<file path="src/rtl/serpent_dec_if.sv">
// rtl/serpent_dec_if.sv - handshake, key-fetch and datapath bundle for serpent_dec_ctrl
interface serpent_dec_if;
  logic         in_valid;
  logic         in_ready;
  logic [127:0] in_data;
  logic         out_valid;
  logic         out_ready;
  logic [127:0] out_data;
  logic         key_req;
  logic [5:0]   key_idx;
  logic         key_ack;
  logic [127:0] key_data;
  logic [127:0] dp_state;
  logic [127:0] dp_key;
  logic [2:0]   dp_sbox_sel;
  logic         dp_skip_lt;
  logic [127:0] dp_result;
  logic         abort;
  logic         busy;
  logic [15:0]  blk_cnt;

  // Controller side
  modport slave (
    input  in_valid, in_data, out_ready, key_ack, key_data, dp_result, abort,
    output in_ready, out_valid, out_data, key_req, key_idx,
           dp_state, dp_key, dp_sbox_sel, dp_skip_lt, busy, blk_cnt
  );

  // Environment side (block source/sink, key store, datapath)
  modport master (
    output in_valid, in_data, out_ready, key_ack, key_data, dp_result, abort,
    input  in_ready, out_valid, out_data, key_req, key_idx,
           dp_state, dp_key, dp_sbox_sel, dp_skip_lt, busy, blk_cnt
  );
endinterface

</file>
<file path="src/rtl/serpent_dec_ctrl.sv">
// rtl/serpent_dec_ctrl.sv - Serpent block decryption sequencer over a shared inverse-round datapath
module serpent_dec_ctrl (
  input  logic           clk,
  input  logic           rst,
  serpent_dec_if.slave   bus
);

  typedef enum logic [1:0] {IDLE, WHITEN, ROUND, DONE} fsm_e;

  fsm_e         fsm_q, fsm_d;
  logic [127:0] state_q, state_d;
  logic [4:0]   rnd_q, rnd_d;
  logic [15:0]  blk_cnt_q, blk_cnt_d;

  logic         in_ready;
  logic         out_valid;
  logic [127:0] out_data;
  logic         key_req;
  logic [5:0]   key_idx;
  logic [127:0] dp_state;
  logic [127:0] dp_key;
  logic [2:0]   dp_sbox_sel;
  logic         dp_skip_lt;

  // State register: block value, round index, completed-block counter, FSM
  always_ff @(posedge clk or posedge rst) begin
    if (rst) begin
      fsm_q     <= IDLE;
      state_q   <= '0;
      rnd_q     <= '0;
      blk_cnt_q <= '0;
    end else begin
      fsm_q     <= fsm_d;
      state_q   <= state_d;
      rnd_q     <= rnd_d;
      blk_cnt_q <= blk_cnt_d;
    end
  end

  // Next-state and output decode; abort overrides every transition and update
  always_comb begin
    fsm_d       = fsm_q;
    state_d     = state_q;
    rnd_d       = rnd_q;
    blk_cnt_d   = blk_cnt_q;
    in_ready    = 1'b0;
    out_valid   = 1'b0;
    out_data    = '0;
    key_req     = 1'b0;
    key_idx     = '0;
    dp_state    = '0;
    dp_key      = '0;
    dp_sbox_sel = '0;
    dp_skip_lt  = 1'b0;

    unique case (fsm_q)
      IDLE: begin
        // Ready drops under abort so a visible handshake always means a load
        in_ready = ~rst & ~bus.abort;
        if (bus.in_valid && in_ready) begin
          state_d = bus.in_data;
          fsm_d   = WHITEN;
        end
      end
      WHITEN: begin
        key_req = 1'b1;
        key_idx = 6'd32;
        if (bus.key_ack) begin
          state_d = state_q ^ bus.key_data;
          rnd_d   = 5'd31;
          fsm_d   = ROUND;
        end
      end
      ROUND: begin
        key_req     = 1'b1;
        key_idx     = {1'b0, rnd_q};
        dp_state    = state_q;
        dp_key      = bus.key_data;
        dp_sbox_sel = rnd_q[2:0];
        // The last encryption round has no linear transform to undo
        dp_skip_lt  = (rnd_q == 5'd31);
        if (bus.key_ack) begin
          state_d = bus.dp_result;
          if (rnd_q == 5'd0) begin
            fsm_d = DONE;
          end else begin
            rnd_d = rnd_q - 5'd1;
          end
        end
      end
      DONE: begin
        out_valid = 1'b1;
        out_data  = state_q;
        if (bus.out_ready) begin
          blk_cnt_d = blk_cnt_q + 16'd1;
          fsm_d     = IDLE;
        end
      end
      default: fsm_d = IDLE;
    endcase

    if (bus.abort) begin
      fsm_d     = IDLE;
      state_d   = state_q;
      rnd_d     = rnd_q;
      blk_cnt_d = blk_cnt_q;
    end
  end

  assign bus.in_ready    = in_ready;
  assign bus.out_valid   = out_valid;
  assign bus.out_data    = out_data;
  assign bus.key_req     = key_req;
  assign bus.key_idx     = key_idx;
  assign bus.dp_state    = dp_state;
  assign bus.dp_key      = dp_key;
  assign bus.dp_sbox_sel = dp_sbox_sel;
  assign bus.dp_skip_lt  = dp_skip_lt;
  assign bus.busy        = (fsm_q != IDLE);
  assign bus.blk_cnt     = blk_cnt_q;

endmodule

</file>
<file path="src/flat_wrapper.sv">
// flat-port wrapper written by rule: the top's interface ports become plain ports
module serpent_dec_ctrl_flat 
  (clk, rst, bus_in_valid, bus_in_data, bus_out_ready, bus_key_ack, bus_key_data, bus_dp_result, bus_abort, bus_in_ready, bus_out_valid, bus_out_data, bus_key_req, bus_key_idx, bus_dp_state, bus_dp_key, bus_dp_sbox_sel, bus_dp_skip_lt, bus_busy, bus_blk_cnt);
  serpent_dec_if bus_i ();
  input  logic clk;
  input  logic rst;
  input wire logic [$bits(bus_i.in_valid)-1:0] bus_in_valid;
  input wire logic [$bits(bus_i.in_data)-1:0] bus_in_data;
  input wire logic [$bits(bus_i.out_ready)-1:0] bus_out_ready;
  input wire logic [$bits(bus_i.key_ack)-1:0] bus_key_ack;
  input wire logic [$bits(bus_i.key_data)-1:0] bus_key_data;
  input wire logic [$bits(bus_i.dp_result)-1:0] bus_dp_result;
  input wire logic [$bits(bus_i.abort)-1:0] bus_abort;
  output wire logic [$bits(bus_i.in_ready)-1:0] bus_in_ready;
  output wire logic [$bits(bus_i.out_valid)-1:0] bus_out_valid;
  output wire logic [$bits(bus_i.out_data)-1:0] bus_out_data;
  output wire logic [$bits(bus_i.key_req)-1:0] bus_key_req;
  output wire logic [$bits(bus_i.key_idx)-1:0] bus_key_idx;
  output wire logic [$bits(bus_i.dp_state)-1:0] bus_dp_state;
  output wire logic [$bits(bus_i.dp_key)-1:0] bus_dp_key;
  output wire logic [$bits(bus_i.dp_sbox_sel)-1:0] bus_dp_sbox_sel;
  output wire logic [$bits(bus_i.dp_skip_lt)-1:0] bus_dp_skip_lt;
  output wire logic [$bits(bus_i.busy)-1:0] bus_busy;
  output wire logic [$bits(bus_i.blk_cnt)-1:0] bus_blk_cnt;
  assign bus_i.in_valid = bus_in_valid;
  assign bus_i.in_data = bus_in_data;
  assign bus_i.out_ready = bus_out_ready;
  assign bus_i.key_ack = bus_key_ack;
  assign bus_i.key_data = bus_key_data;
  assign bus_i.dp_result = bus_dp_result;
  assign bus_i.abort = bus_abort;
  assign bus_in_ready = bus_i.in_ready;
  assign bus_out_valid = bus_i.out_valid;
  assign bus_out_data = bus_i.out_data;
  assign bus_key_req = bus_i.key_req;
  assign bus_key_idx = bus_i.key_idx;
  assign bus_dp_state = bus_i.dp_state;
  assign bus_dp_key = bus_i.dp_key;
  assign bus_dp_sbox_sel = bus_i.dp_sbox_sel;
  assign bus_dp_skip_lt = bus_i.dp_skip_lt;
  assign bus_busy = bus_i.busy;
  assign bus_blk_cnt = bus_i.blk_cnt;
  serpent_dec_ctrl u_core (.clk(clk), .rst(rst), .bus(bus_i));
endmodule
</file>
<file path="config.mk">
export PLATFORM = sky130hd
export DESIGN_NAME = serpent_dec_ctrl_flat
export DESIGN_NICKNAME = d
export VERILOG_FILES = /design/src/rtl/serpent_dec_if.sv /design/src/rtl/serpent_dec_ctrl.sv /design/src/flat_wrapper.sv
export SDC_FILE = /design/constraint.sdc
export NUM_CORES = 1
export LEC_CHECK = 0
export CAP_MARGIN = 20
export CORE_AREA = 2 2 317 319
export CTS_BUF_LIST = sky130_fd_sc_hd__clkbuf_8 sky130_fd_sc_hd__clkbuf_16
export CTS_CLUSTER_SIZE = 24
export DETAILED_ROUTE_END_ITERATION = 12
export DIE_AREA = 0 0 319 321
export PLACE_DENSITY = 0.32
export SLEW_MARGIN = 20
export SYNTH_ARGS = -nofsm -noshare
export SYNTH_HDL_FRONTEND = slang
export SYNTH_SLANG_ARGS = --single-unit
</file>
<file path="constraint.sdc">
create_clock -name clk -period 10.6 [get_ports clk]
set_input_delay 1.06 -clock clk [delete_from_list [all_inputs] [get_ports clk]]
set_output_delay 1.06 -clock clk [all_outputs]
set_load 0.02 [all_outputs]
</file>
==> metrics.md <==
| Metric | Value |
|---|---|
| Routed len/inst | `19.06 um` |
| Leak | `0.008665 uW` |
| Worst Hold Depth | `1` |
| Rel. slew slack | `34.87%` |
| CTS tree | `yes` |
| RSZ-0062 raised after global routing | `no` |
| Reg-to-reg slack, setup | `6.74 ns` |
| Initial drt markers | `551` |
| First-pass GRT wire length | `100.5 mm` |
| Worst vdd ir | `130.7 uV` |
| Maximum clock frequency | `225.9 MHz` |
| Layout cell share with drive strength beyond 1 | `2.563%` |
| Register area share after synthesis | `31.29%` |
| Max-cap violations | `0` |
| Starting density of the core | `12.17%` |
| Top cells by area, synth | `dfrtp_1, and2_1, nand2_1` |
| Hold buffer count at cts | `0` |
| Worst Hold Class | `reg -> reg` |
| Via density per instance | `3.749` |
| Crit-path leading delay family | `buffers and inverters` |
| Sink Count | `151` |
| Power Internal | `2151 uW` |
| #FFs+latches synth | `151` |
| Fin crit share | `41.77%` |
| Hold EP | `u_core.bus.blk_cnt[15]$_DFFE_PP0P_` |
| Most common cell after layout, fill and taps aside | `clkdlybuf4s50_1` |
| Most frequent cells in the layout | `clkdlybuf4s50_1, nand2_1, and2_1` |
| DIE AREA | `102,400 um2` |
| Max layer used | `met5` |
| Hold slack | `0.4721 ns` |
| Vias in the first global route | `14,250` |
| FP Rows | `116` |
| CP Launch Type | `register` |
| WS Path Type | `reg -> out` |
| Final hold violations | `0` |
| DP Cell Count | `3,646` |
| Combinational share of power | `57.5%` |
| Mean Syn Cell Area | `7.250 um2` |
| Clock network power share | `15.5%` |
| Final setup vio count | `0` |
| Area leader, netlist | `dfrtp_1` |
| R2R cell count | `7` |
| Post-Route M1 WL | `27.16 mm` |
| Reg clk slew, reported paths | `0.07 ns` |
| Pwr dens | `196.3 nW/um2` |
| H-tree Lvls | `4` |
| Hpwl dp | `53.72 mm` |
| Sw Share | `50.14%` |
| CTS root buffer | `clkbuf_16` |
| Die width | `319 um` |
| Ys Warns | `0` |
| Largest net degree at the start of global routing | `194` |
| CP Max Fanout | `193` |
| Via total after detailed routing | `13,820` |
| Cell variety after synth | `40` |
| Core area | `99,280 um2` |
| Final wirelength | `70.22 mm` |
| Met3 wire len | `4.368 mm` |
| Total track usage | `13.29%` |
| Clock period minus worst slack | `4.428 ns` |
| Post-CTS sizing | `0` |
| Final cell count without fillers | `3,685` |
| Port Buffers | `803` |
| Crit path DAT | `3.37 ns` |
| Post CTS Setup Buffer Count | `0` |
| R2R Path End | `u_core.state_q[121]$_DFFE_PP0P_` |
| Worst path cell trace | `inv_1 -> ha_4 -> buf_12 -> and2_1 -> and4_2 -> clkdlybuf4s50_1` |
| DIE HEIGHT | `321 um` |
| Area share of the largest cell type after synthesis | `31.29%` |
| Setup tns final | `0 ns` |
| Clock Path Buffers | `2` |
| # IOs | `804` |
| Syn_nets | `2,063` |
| Startpoint of the tightest hold check path | `u_core.bus.blk_cnt[15]$_DFFE_PP0P_` |
| Highest-delay cell along the critical path | `clkdlybuf4s50_1` |
| Seq pwr share | `27.1%` |
| Switch Pwr | `2163 uW` |
| Post-route DRC | `0` |
| Inserted Clock Buffers | `17` |
| Worst Path Required | `9.54 ns` |
| Post-Synthesis Cells | `1,666` |
| Netlist Area Pre-Place | `12,080 um2` |
| Total grt overflow | `0` |
| Antenna Nets Post-Route | `0` |
| Area delta synth->final | `81.94%` |
| Latest clock arrival within the worst-skew pair | `0.49 ns` |
| Reg-to-Reg Start | `u_core.fsm_q[0]$_DFFE_PP0P_` |
| Initial antenna violation count | `11` |
| Drt first pass iters | `5` |
| Clock Skews | `0.01448 ns` |
| Gpl congestion | `0.8031` |
| Endpoint class of the critical path | `primary output` |
| WL met2 | `37.37 mm` |
| CP peak stage delay | `0.61 ns` |
| Layout Nets | `2,764` |
| CP Buf/Inv Count | `3` |
| Final Slew Violations | `0` |
| Worst-Margin Slew | `0.9770 ns` |
| Status | `finished, final reports clean` |
[power groups by stage]
stage | Combinational, uW | Clock, uW | Sequential (uW)
detailed placement | 2550 | 0 | 1190
finish | 2480 | 667 | 1170
CTS | 2550 | 709 | 1180
global route | 2800 | 728 | 1220
global placement | 2530 | 0 | 1180
floorplan | 1630 | 0 | 1020
[kinds of logic after synthesis]
family,Yosys count,synth area share [%]
XOR/XNOR,143,10.37
buffers and inverters,144,4.921
flip-flops,151,31.29
AND/OR/NAND/NOR,946,38.28
multiplexers,3,0.2693
AO/OA/AOI/OAI,272,14.15
adder cells (fa/ha/maj),7,0.7251
[cell usage after synthesis]
cell and n:
nand3_1 8, nor3_1 3, o221ai_1 1, inv_1 10, nand2b_1 1, nor2_4 1
and3_1 2, nor2_1 138, and4_2 1, buf_1 10, clkbuf_8 1, buf_6 1
ha_1 7, nor4_2 2, buf_2 20, buf_4 3, nor2b_1 1, a21oi_1 133
mux2_2 1, o2bb2ai_1 1, nor3b_2 1, mux2i_1 1, o22ai_1 1, or4b_4 1
o21a_1 1, and2_2 2, xnor2_1 11, clkbuf_1 99, nand4b_1 2, o211ai_1 1
o31ai_1 128, nand2_1 391, xor2_1 132, o21ai_0 4, dfrtp_1 151, mux2_1 1
nand4_1 4, a221oi_2 1, o41ai_1 1, and2_1 388
[per-layer routing]
layer / GRT usage, % / vias to the layer above
li1: - / 6772
met1: 14.59 / 6520
met2: 24.73 / 460
met3: 3.872 / 58
met4: 3.595 / 6
met5: 0 / -
[sequential cells by signal, summed over array words and instances, names as in the netlist]
name                flops
u_core.bus.blk_cnt     16
u_core.state_q        128
u_core.fsm_q            2
u_core.rnd_q            5
[cell type report]
type / count / area, um2
multi-input combinational: 1371 / 7772
clock buffer: 17 / 425.4
antenna: 7 / 17.52
timing repair buffer: 816 / 8160
tap: 1298 / 1624
inverter: 10 / 42.54
sequential: 151 / 3779
clock inverter: 15 / 153.9
fill: 11090 / 77300
[how the worst max path moves through the flow]
| stage | startpoint | to | slack, ns | cells after the start |
|---|---|---|---|---|
| after global placement | bus_abort | u_core.state_q[118]$_DFFE_PP0P_ | 6.48 | 6 |
| after detailed placement | bus_abort | u_core.state_q[107]$_DFFE_PP0P_ | 6.42 | 6 |
| after CTS | u_core.fsm_q[0]$_DFFE_PP0P_ | bus_dp_skip_lt | 5.99 | 6 |
| final | u_core.fsm_q[0]$_DFFE_PP0P_ | bus_dp_skip_lt | 6.17 | 6 |
| after global routing | u_core.fsm_q[0]$_DFFE_PP0P_ | bus_dp_skip_lt | 5.82 | 6 |
| after floorplan | rst | u_core.bus.blk_cnt[0]$_DFFE_PP0P_ | 5.48 | 1 |
[stage by stage]
step / cell area, um2 / total power (uW) / utilization [%] / setup slack [ns]
finish: 21970 / 4313 / 22.14 / 6.172
CTS: 21960 / 4440 / 22.12 / 5.989
global route: 21970 / 4747 / 22.14 / 5.823
floorplan: 12080 / 2650 / - / 5.475
detailed placement: 21380 / 3735 / 21.53 / 6.421
global placement: 21380 / 3709 / 21.53 / 6.482
Power figures use the tool's default switching activity.
